### config.mk
export PLATFORM = sky130hd
export DESIGN_NAME = uart_program_loader_flat
export DESIGN_NICKNAME = d
export VERILOG_FILES = /design/src/rtl/uart_program_loader_pkg.sv /design/src/rtl/uart_program_loader_if.sv /design/src/rtl/uart_program_loader_uart_rx.sv /design/src/rtl/uart_program_loader.sv /design/src/flat_wrapper.sv
export SDC_FILE = /design/constraint.sdc
export NUM_CORES = 1
export LEC_CHECK = 0
export ABC_AREA = 0
export CORE_AREA = 8 8 125 127
export DETAILED_ROUTE_END_ITERATION = 8
export DIE_AREA = 0 0 133 135
export PLACE_DENSITY_LB_ADDON = 0.25
export SYNTH_ARGS = -nofsm -noshare
export SYNTH_HDL_FRONTEND = slang
export SYNTH_SLANG_ARGS = --single-unit
### constraint.sdc
create_clock -name clk -period 6 [get_ports clk]
set_input_delay 1.8 -clock clk [delete_from_list [all_inputs] [get_ports clk]]
set_output_delay 1.8 -clock clk [all_outputs]
set_load 0.01 [all_outputs]
### src/rtl/uart_program_loader_pkg.sv
`default_nettype none
//------------------------------------------------------------------------------
// Module      : uart_loader_pkg
// Description : Shared constants, loader state type and sizing helpers for the
//               UART program loader (frame header byte, bit-period divider,
//               inter-byte timeout length, counter widths).
// Revision    : 1.0 - initial release
//------------------------------------------------------------------------------
package uart_loader_pkg;

    localparam logic [7:0] LOADER_HDR = 8'hA5;

    // CHK is only reached when UART_PROGRAM_LOADER_CHECKSUM_EN is defined.
    typedef enum logic [2:0] {
        WAIT_HDR = 3'd0,
        GET_CNT  = 3'd1,
        GET_WORD = 3'd2,
        CHK      = 3'd3,
        DONE     = 3'd4
    } loader_state_t;

    // Clock cycles per UART bit, rounded to the nearest integer.
    function automatic int unsigned bit_period(input int unsigned clk_mhz,
                                               input int unsigned baud_rate);
        return (clk_mhz * 1_000_000 + baud_rate / 2) / baud_rate;
    endfunction

    // Longest tolerated byte-to-byte gap inside a frame, in clock cycles.
    function automatic int unsigned timeout_cycles(input int unsigned clk_mhz,
                                                   input int unsigned timeout_ms);
        return clk_mhz * 1000 * timeout_ms;
    endfunction

    // Bits needed for a counter that must hold the value max_val.
    function automatic int unsigned cnt_width(input int unsigned max_val);
        return (max_val < 2) ? 1 : $clog2(max_val + 1);
    endfunction

endpackage
`default_nettype wire

### src/rtl/uart_program_loader_if.sv
`default_nettype none
//------------------------------------------------------------------------------
// Module      : uart_program_loader_if
// Description : Bundles the serial input, instruction-store write port and
//               status outputs of the program loader.
//   uart_rx   : serial input, idle high
//   prog_we   : one-cycle write strobe to the instruction store
//   prog_addr : word-aligned byte address of the write
//   prog_data : word to write
//   cpu_rst   : 1 = hold the CPU in reset
//   loading   : loader is inside a frame (count / data phase)
//   done      : last load completed successfully
//   error     : last load failed (sticky until the next header byte)
//   word_cnt  : words written by the current or last load
//   Modports  : master = loader side, slave = environment side
// Revision    : 1.0 - initial release
//------------------------------------------------------------------------------
interface uart_program_loader_if;
    logic        uart_rx;
    logic        prog_we;
    logic [31:0] prog_addr;
    logic [31:0] prog_data;
    logic        cpu_rst;
    logic        loading;
    logic        done;
    logic        error;
    logic [7:0]  word_cnt;

    modport master (
        input  uart_rx,
        output prog_we, prog_addr, prog_data, cpu_rst, loading, done, error, word_cnt
    );

    modport slave (
        output uart_rx,
        input  prog_we, prog_addr, prog_data, cpu_rst, loading, done, error, word_cnt
    );
endinterface
`default_nettype wire

### src/rtl/uart_program_loader_uart_rx.sv
`default_nettype none
//------------------------------------------------------------------------------
// Module      : uart_rx
// Description : 8N1 UART byte receiver with two-flop input synchronizer,
//               mid-bit start confirmation and mid-bit data sampling.
//   clk, rst  : system clock, asynchronous active-high reset
//   rx        : asynchronous serial input, idle high
//   rx_valid  : one-cycle pulse, rx_byte valid (stop bit was 1)
//   rx_byte   : received byte, LSB first on the line
//   frame_err : one-cycle pulse when the stop bit sampled 0
// Revision    : 1.0 - initial release
//------------------------------------------------------------------------------
module uart_rx
    import uart_loader_pkg::*;
#(
    parameter int unsigned CLK_MHZ   = 50,
    parameter int unsigned BAUD_RATE = 115200
) (
    input  logic       clk,
    input  logic       rst,
    input  logic       rx,
    output logic       rx_valid,
    output logic [7:0] rx_byte,
    output logic       frame_err
);

    localparam int unsigned c_div  = bit_period(CLK_MHZ, BAUD_RATE);
    localparam int unsigned c_half = c_div / 2;
    localparam int unsigned c_cw   = cnt_width(c_div);
    localparam logic [c_cw-1:0] c_div_last  = c_cw'(c_div - 1);
    localparam logic [c_cw-1:0] c_half_last = c_cw'(c_half - 1);

    typedef enum logic [1:0] {
        RX_IDLE  = 2'd0,
        RX_START = 2'd1,
        RX_DATA  = 2'd2,
        RX_STOP  = 2'd3
    } rx_state_t;

    rx_state_t       r_state;
    logic [1:0]      r_sync;
    logic [c_cw-1:0] r_cnt;
    logic [2:0]      r_bit;
    logic [7:0]      r_shift;
    logic            w_rx;

    assign w_rx = r_sync[1];

    always_ff @(posedge clk or posedge rst) begin
        if (rst) begin
            r_sync    <= 2'b11;
            r_state   <= RX_IDLE;
            r_cnt     <= '0;
            r_bit     <= 3'd0;
            r_shift   <= 8'd0;
            rx_valid  <= 1'b0;
            rx_byte   <= 8'd0;
            frame_err <= 1'b0;
        end else begin
            r_sync    <= {r_sync[0], rx};
            rx_valid  <= 1'b0;
            frame_err <= 1'b0;
            case (r_state)
                RX_IDLE: begin
                    r_cnt <= '0;
                    if (!w_rx) r_state <= RX_START;
                end
                RX_START: begin
                    // Line must still be low half a bit after the falling edge,
                    // otherwise it was a glitch.
                    if (r_cnt == c_half_last) begin
                        r_cnt   <= '0;
                        r_bit   <= 3'd0;
                        r_state <= w_rx ? RX_IDLE : RX_DATA;
                    end else begin
                        r_cnt <= r_cnt + c_cw'(1);
                    end
                end
                RX_DATA: begin
                    if (r_cnt == c_div_last) begin
                        r_cnt   <= '0;
                        r_shift <= {w_rx, r_shift[7:1]};
                        if (r_bit == 3'd7) r_state <= RX_STOP;
                        else               r_bit   <= r_bit + 3'd1;
                    end else begin
                        r_cnt <= r_cnt + c_cw'(1);
                    end
                end
                RX_STOP: begin
                    if (r_cnt == c_div_last) begin
                        r_cnt   <= '0;
                        r_state <= RX_IDLE;
                        if (w_rx) begin
                            rx_valid <= 1'b1;
                            rx_byte  <= r_shift;
                        end else begin
                            frame_err <= 1'b1;
                        end
                    end else begin
                        r_cnt <= r_cnt + c_cw'(1);
                    end
                end
                default: r_state <= RX_IDLE;
            endcase
        end
    end

endmodule
`default_nettype wire

### src/rtl/uart_program_loader.sv
`default_nettype none
//------------------------------------------------------------------------------
// Module      : uart_program_loader
// Description : Receives a framed program image over UART
//               (A5, N, N*4 little-endian data bytes) and writes it word by
//               word into the instruction store, holding the CPU in reset
//               until a complete valid image has been written.
//   clk, rst  : system clock, asynchronous active-high reset
//   bus       : uart_program_loader_if.master (serial in, write port, status)
// Optional    : UART_PROGRAM_LOADER_CHECKSUM_EN - a trailing XOR checksum byte
//               over all data bytes must match before the load is accepted.
// Revision    : 1.0 - initial release
//------------------------------------------------------------------------------
module uart_program_loader
    import uart_loader_pkg::*;
#(
    parameter int unsigned CLK_MHZ    = 50,
    parameter int unsigned BAUD_RATE  = 115200,
    parameter int unsigned IMEM_WORDS = 64,
    parameter int unsigned TIMEOUT_MS = 10
) (
    input  logic                  clk,
    input  logic                  rst,
    uart_program_loader_if.master bus
);

    localparam int unsigned c_tmo = timeout_cycles(CLK_MHZ, TIMEOUT_MS);
    localparam int unsigned c_tw  = cnt_width(c_tmo);
    localparam logic [c_tw-1:0] c_tmo_lim = c_tw'(c_tmo);

    logic            w_rx_valid;
    logic [7:0]      w_rx_byte;
    logic            w_frame_err;

    loader_state_t   r_state;
    logic [7:0]      r_count;
    logic [7:0]      r_word_idx;
    logic [1:0]      r_byte_idx;
    logic [23:0]     r_word;      // first three bytes of the word in flight
    logic [c_tw-1:0] r_tmo;
`ifdef UART_PROGRAM_LOADER_CHECKSUM_EN
    logic [7:0]      r_csum;
`endif

    logic            r_prog_we;
    logic [31:0]     r_prog_addr;
    logic [31:0]     r_prog_data;
    logic            r_cpu_rst;
    logic            r_done;
    logic            r_error;
    logic [7:0]      r_word_cnt;

    logic            w_in_frame;
    logic            w_tmo_hit;
    logic            w_hdr;
    logic            w_last_word;
    logic            w_overflow;
    logic            w_img_too_big;

    uart_rx #(
        .CLK_MHZ   (CLK_MHZ),
        .BAUD_RATE (BAUD_RATE)
    ) u_uart_rx (
        .clk       (clk),
        .rst       (rst),
        .rx        (bus.uart_rx),
        .rx_valid  (w_rx_valid),
        .rx_byte   (w_rx_byte),
        .frame_err (w_frame_err)
    );

    assign w_in_frame    = (r_state == GET_CNT) || (r_state == GET_WORD) || (r_state == CHK);
    assign w_tmo_hit     = (r_tmo == c_tmo_lim);
    assign w_hdr         = w_rx_valid && (w_rx_byte == LOADER_HDR);
    assign w_last_word   = (r_word_idx == (r_count - 8'd1));
    assign w_overflow    = (32'(r_word_idx) >= IMEM_WORDS);
    // Overflow grows monotonically with the word index, so the image is
    // rejected exactly when its word count exceeds the store depth.
    assign w_img_too_big = (32'(r_count) > IMEM_WORDS);

    assign bus.prog_we   = r_prog_we;
    assign bus.prog_addr = r_prog_addr;
    assign bus.prog_data = r_prog_data;
    assign bus.cpu_rst   = r_cpu_rst;
    assign bus.loading   = (r_state == GET_CNT) || (r_state == GET_WORD);
    assign bus.done      = r_done;
    assign bus.error     = r_error;
    assign bus.word_cnt  = r_word_cnt;

    always_ff @(posedge clk or posedge rst) begin
        if (rst) begin
            r_state     <= WAIT_HDR;
            r_count     <= 8'd0;
            r_word_idx  <= 8'd0;
            r_byte_idx  <= 2'd0;
            r_word      <= 24'd0;
            r_tmo       <= '0;
`ifdef UART_PROGRAM_LOADER_CHECKSUM_EN
            r_csum      <= 8'd0;
`endif
            r_prog_we   <= 1'b0;
            r_prog_addr <= 32'd0;
            r_prog_data <= 32'd0;
            r_cpu_rst   <= 1'b1;
            r_done      <= 1'b0;
            r_error     <= 1'b0;
            r_word_cnt  <= 8'd0;
        end else begin
            r_prog_we <= 1'b0;

            // Gap counter restarts on every byte; a byte arriving together
            // with expiry wins because rx_valid is checked first below.
            if (!w_in_frame || w_rx_valid) r_tmo <= '0;
            else if (!w_tmo_hit)           r_tmo <= r_tmo + c_tw'(1);

            case (r_state)
                WAIT_HDR, DONE: begin
                    if (w_hdr) begin
                        r_state    <= GET_CNT;
                        r_error    <= 1'b0;
                        r_done     <= 1'b0;
                        r_word_cnt <= 8'd0;
                        r_cpu_rst  <= 1'b1;
                    end
                end
                GET_CNT: begin
                    if (w_rx_valid) begin
                        if (w_rx_byte == 8'd0) begin
                            r_error <= 1'b1;
                            r_state <= WAIT_HDR;
                        end else begin
                            r_count    <= w_rx_byte;
                            r_word_idx <= 8'd0;
                            r_byte_idx <= 2'd0;
`ifdef UART_PROGRAM_LOADER_CHECKSUM_EN
                            r_csum     <= 8'd0;
`endif
                            r_state    <= GET_WORD;
                        end
                    end else if (w_frame_err || w_tmo_hit) begin
                        r_error <= 1'b1;
                        r_state <= WAIT_HDR;
                    end
                end
                GET_WORD: begin
                    if (w_rx_valid) begin
                        r_byte_idx <= r_byte_idx + 2'd1;
                        r_word     <= {w_rx_byte, r_word[23:8]};
`ifdef UART_PROGRAM_LOADER_CHECKSUM_EN
                        r_csum     <= r_csum ^ w_rx_byte;
`endif
                        if (r_byte_idx == 2'd3) begin
                            if (!w_overflow) begin
                                r_prog_we   <= 1'b1;
                                r_prog_addr <= {22'd0, r_word_idx, 2'b00};
                                r_prog_data <= {w_rx_byte, r_word};
                                r_word_cnt  <= r_word_cnt + 8'd1;
                            end
                            r_word_idx <= r_word_idx + 8'd1;
                            if (w_last_word) begin
`ifdef UART_PROGRAM_LOADER_CHECKSUM_EN
                                r_state <= CHK;
`else
                                if (w_img_too_big) begin
                                    r_error <= 1'b1;
                                    r_state <= WAIT_HDR;
                                end else begin
                                    r_done    <= 1'b1;
                                    r_cpu_rst <= 1'b0;
                                    r_state   <= DONE;
                                end
`endif
                            end
                        end
                    end else if (w_frame_err || w_tmo_hit) begin
                        r_error <= 1'b1;
                        r_state <= WAIT_HDR;
                    end
                end
`ifdef UART_PROGRAM_LOADER_CHECKSUM_EN
                CHK: begin
                    if (w_rx_valid) begin
                        if ((w_rx_byte == r_csum) && !w_img_too_big) begin
                            r_done    <= 1'b1;
                            r_cpu_rst <= 1'b0;
                            r_state   <= DONE;
                        end else begin
                            r_error <= 1'b1;
                            r_state <= WAIT_HDR;
                        end
                    end else if (w_frame_err || w_tmo_hit) begin
                        r_error <= 1'b1;
                        r_state <= WAIT_HDR;
                    end
                end
`endif
                default: r_state <= WAIT_HDR;
            endcase
        end
    end

endmodule
`default_nettype wire
### src/flat_wrapper.sv
// flat-port wrapper written by rule: the top's interface ports become plain ports
module uart_program_loader_flat import uart_loader_pkg::*;
#(
    parameter int unsigned CLK_MHZ    = 50,
    parameter int unsigned BAUD_RATE  = 115200,
    parameter int unsigned IMEM_WORDS = 64,
    parameter int unsigned TIMEOUT_MS = 10
)
  (clk, rst, bus_uart_rx, bus_prog_we, bus_prog_addr, bus_prog_data, bus_cpu_rst, bus_loading, bus_done, bus_error, bus_word_cnt);
  uart_program_loader_if bus_i ();
  input  logic clk;
  input  logic rst;
  input wire logic [$bits(bus_i.uart_rx)-1:0] bus_uart_rx;
  output wire logic [$bits(bus_i.prog_we)-1:0] bus_prog_we;
  output wire logic [$bits(bus_i.prog_addr)-1:0] bus_prog_addr;
  output wire logic [$bits(bus_i.prog_data)-1:0] bus_prog_data;
  output wire logic [$bits(bus_i.cpu_rst)-1:0] bus_cpu_rst;
  output wire logic [$bits(bus_i.loading)-1:0] bus_loading;
  output wire logic [$bits(bus_i.done)-1:0] bus_done;
  output wire logic [$bits(bus_i.error)-1:0] bus_error;
  output wire logic [$bits(bus_i.word_cnt)-1:0] bus_word_cnt;
  assign bus_i.uart_rx = bus_uart_rx;
  assign bus_prog_we = bus_i.prog_we;
  assign bus_prog_addr = bus_i.prog_addr;
  assign bus_prog_data = bus_i.prog_data;
  assign bus_cpu_rst = bus_i.cpu_rst;
  assign bus_loading = bus_i.loading;
  assign bus_done = bus_i.done;
  assign bus_error = bus_i.error;
  assign bus_word_cnt = bus_i.word_cnt;
  uart_program_loader #(.CLK_MHZ(CLK_MHZ), .BAUD_RATE(BAUD_RATE), .IMEM_WORDS(IMEM_WORDS), .TIMEOUT_MS(TIMEOUT_MS)) u_core (.clk(clk), .rst(rst), .bus(bus_i));
endmodule
==> run metrics <==
drt total wl 13.9 mm; most common cell after layout, fill and taps aside nand2_1; post-synthesis simple-gate area fraction 23.0%; placed inst area 7410 um2; first-pass iteration count of the detailed router 4; RSZ-0062 raised after global routing false; final setup fails 0; Worst Path Required 4.20 ns; WS Path Type flop to output port; pwr dens 261 nW/um2; Reg2Reg Setup Slack 3.02 ns; worst hold margin 0.360 ns; IO buf count 55; DRC 0; Final Instance Area 7990 um2; Congestion Overflow GR 0; H-tree depth 4; Antenna diodes 0; DRT iter0 DRCs 380; status finished clean; reg2reg end u_core.bus.word_cnt[3]$_DFFE_PP0P_; Hold Startpoint u_core.u_uart_rx.r_sync[0]$_DFF_PP1_; yosys warns 0; Ports 80; Post-Synthesis Cells 694; Final Hold Viols 0; fraction of layout cells with a size suffix above 1 10.3%; delay of the slowest cell on the worst path 0.54 ns; Post-CTS Resized 0; vias in the first global route 4859; post-place setup slack 2.40 ns; HP Class flop to flop; Initial Util 50.0%; main flop type after synthesis dfrtp_1; most frequent cells in the layout nand2_1 (216), dfrtp_1 (147), clkdlybuf4s50_1 (55); # Post-CTS Setup Buffers 0; Crit-path slowest cell clkdlybuf4s50_1; Die Area 18000 um2; syn avg cell area 9.80 um2; register area share after synthesis 55.2%; crit share post-route 67.5%; Multi-input gate area 2790 um2; maximum VDD drop 0.162 mV; Worst setup EP type output port; register area 3760 um2; worst-path fanout max 8; routability congestion estimate 0.765; Startpoint Class flop; Syn Std Cell Area 6800 um2; antenna violations before repair 0; Final min period 4.05 ns; multiplexer area fraction after synthesis 4.14%; max cap viols 0; LEAKAGE 0.00394 uW; DR WL/cell 14.8 um; Max clock buf depth 2; post-route clock skew 0.00991 ns; WHS Path Cells 0; global-route wire length before repair 24.0 mm; width of the die 133 um; synth unique cells 62; Clock transition at path regs 0.06 ns; R2R cell count 7; flops & latches, synth 150; DR vias 4855; cts bufs inserted 17; max_slew headroom 31.6%; nets@finish 762; CTS Root Cell clkbuf_16; WHS Endpoint u_core.u_uart_rx.r_sync[1]$_DFF_PP1_; Post-Synth Adder-Cell Area 2.21%; crit-path cells nor3b_2 -> nor2_1 -> inv_1 -> clkdlybuf4s50_1; clock latency on the worst-skew pair 0.42 ns; Final WS setup 1.95 ns; final setup TNS 0 ns; post-synthesis compound-gate area fraction 5.66%; clock sink count 150; crit path DAT 2.25 ns; Post-Synth XOR/XNOR Area 4.63%; worst r2r src u_core.u_uart_rx.rx_valid$_DFF_PP0_; Worst-Margin Slew 1.03 ns; Post-synth EDFFs 0; achievable clock frequency 247 MHz; utilization after layout 58.7%; main combinational cell family by area after synthesis simple AND/OR/NAND/NOR gates; CTS Hold Bufs 0; Routed Antenna Nets 0; area of the core 13600 um2; CTS tree done; asr flop ratio synth 100%; vias per inst 5.16; HPWL after detailed placement 9.62 mm; fillers 1156; die height 135 um; largest net degree at the start of global routing 85; max-slew violations 0; GRT Overall Usage 16.3%; num rows 43; Area Overhead vs Synth 17.5%
## cells by family (layout without fill, tap and decap cells)
logic type | after synthesis | in the layout
mux | 25 | 25
simple gates | 350 | 350
fa+ha+maj | 12 | 12
compound gates | 58 | 58
flops | 150 | 150
buf+inv | 62 | 105
other cells | 1 | 24
xor+xnor | 36 | 36
## critical path, delay by kind of cell, from the launching register on
family                 cells  cell delay, ns
buffers and inverters      2            0.66
DFF                        1            0.47
and+or+nand+nor            2            0.69
## state kept, by name, indices dropped and copies added, names as in the netlist, 3 cells and up, named ones only
register,flops
u_core.bus.prog_data,32
u_core.r_word,24
u_core.r_tmo,19
u_core.u_uart_rx.r_cnt,9
u_core.bus.prog_addr,8
u_core.bus.word_cnt,8
u_core.r_count,8
u_core.r_word_idx,8
u_core.u_uart_rx.r_shift,8
u_core.u_uart_rx.rx_byte,8
u_core.r_state,3
u_core.u_uart_rx.r_bit,3
## power breakdown
group,switching [uW],internal (uW),leakage (uW)
Combinational,26.8,2.37,0.00158
Sequential,0.541,1010,0.00207
Clock,407,635,0.000288
## area by class of cell
cell class	count	area share (%)
inverters	15	0.767
well taps	180	2.82
clock buffers	21	5.76
flip-flops and latches	150	47.0
clock inverters	11	1.53
multi-input cells	505	34.9
repair buffers	58	7.17
## synth_stat cells (all sizes together), types with 2 or more instances
cell	count	share of area, %
nand2b	2	0.18
ha	12	2.2
nor2b	4	0.37
nor4b	2	0.26
nor4	6	0.83
nor3	6	0.44
o21a	2	0.22
mux2	25	4.1
inv	15	0.83
nor2	55	3.1
xor2	18	2.3
nor3b	4	0.59
xnor2	18	2.3
o21ai	24	1.8
and4	4	0.55
nand3	16	1.3
a22o	3	0.39
nand4	10	0.92
clkbuf	15	0.83
dfrtp	147	54
or3	6	0.57
and2	7	0.64
a21oi	11	0.97
buf	32	3.4
a31oi	3	0.28
nand2	217	12
and3	4	0.37
dfstp	3	1.2
a211oi	3	0.48
## layer usage
metal / GRT usage [%] / wire, um / vias up
met5: 0 / 0 / -
met4: 6.88 / 222 / 0
met3: 3.86 / 482 / 14
met2: 27.8 / 7160 / 80
met1: 19.5 / 6080 / 2403
li1: - / - / 2358
## worst max path at each step
| stage | from | to | slack, ns | depth (start not counted) |
|---|---|---|---|---|
| final | u_core.r_state[1]$_DFFE_PP0P_ | bus_loading | 1.95 | 4 |
| after global routing | u_core.r_state[1]$_DFFE_PP0P_ | bus_loading | 1.86 | 4 |
| after global placement | u_core.r_state[2]$_DFFE_PP0P_ | bus_loading | 2.49 | 4 |
| after detailed placement | u_core.r_state[1]$_DFFE_PP0P_ | bus_loading | 2.40 | 4 |
| after floorplan | rst | asynchronous set/reset pin | 0.17 | 1 |
| after CTS | u_core.r_state[1]$_DFFE_PP0P_ | bus_loading | 1.95 | 4 |
## stage by stage
step,instances,power [uW]
floorplan,717,1070
global placement,908,1060
detailed placement,908,1060
CTS,940,2110
global route,940,2160
finish,940,2090
(Power assumes the default switching activity.)
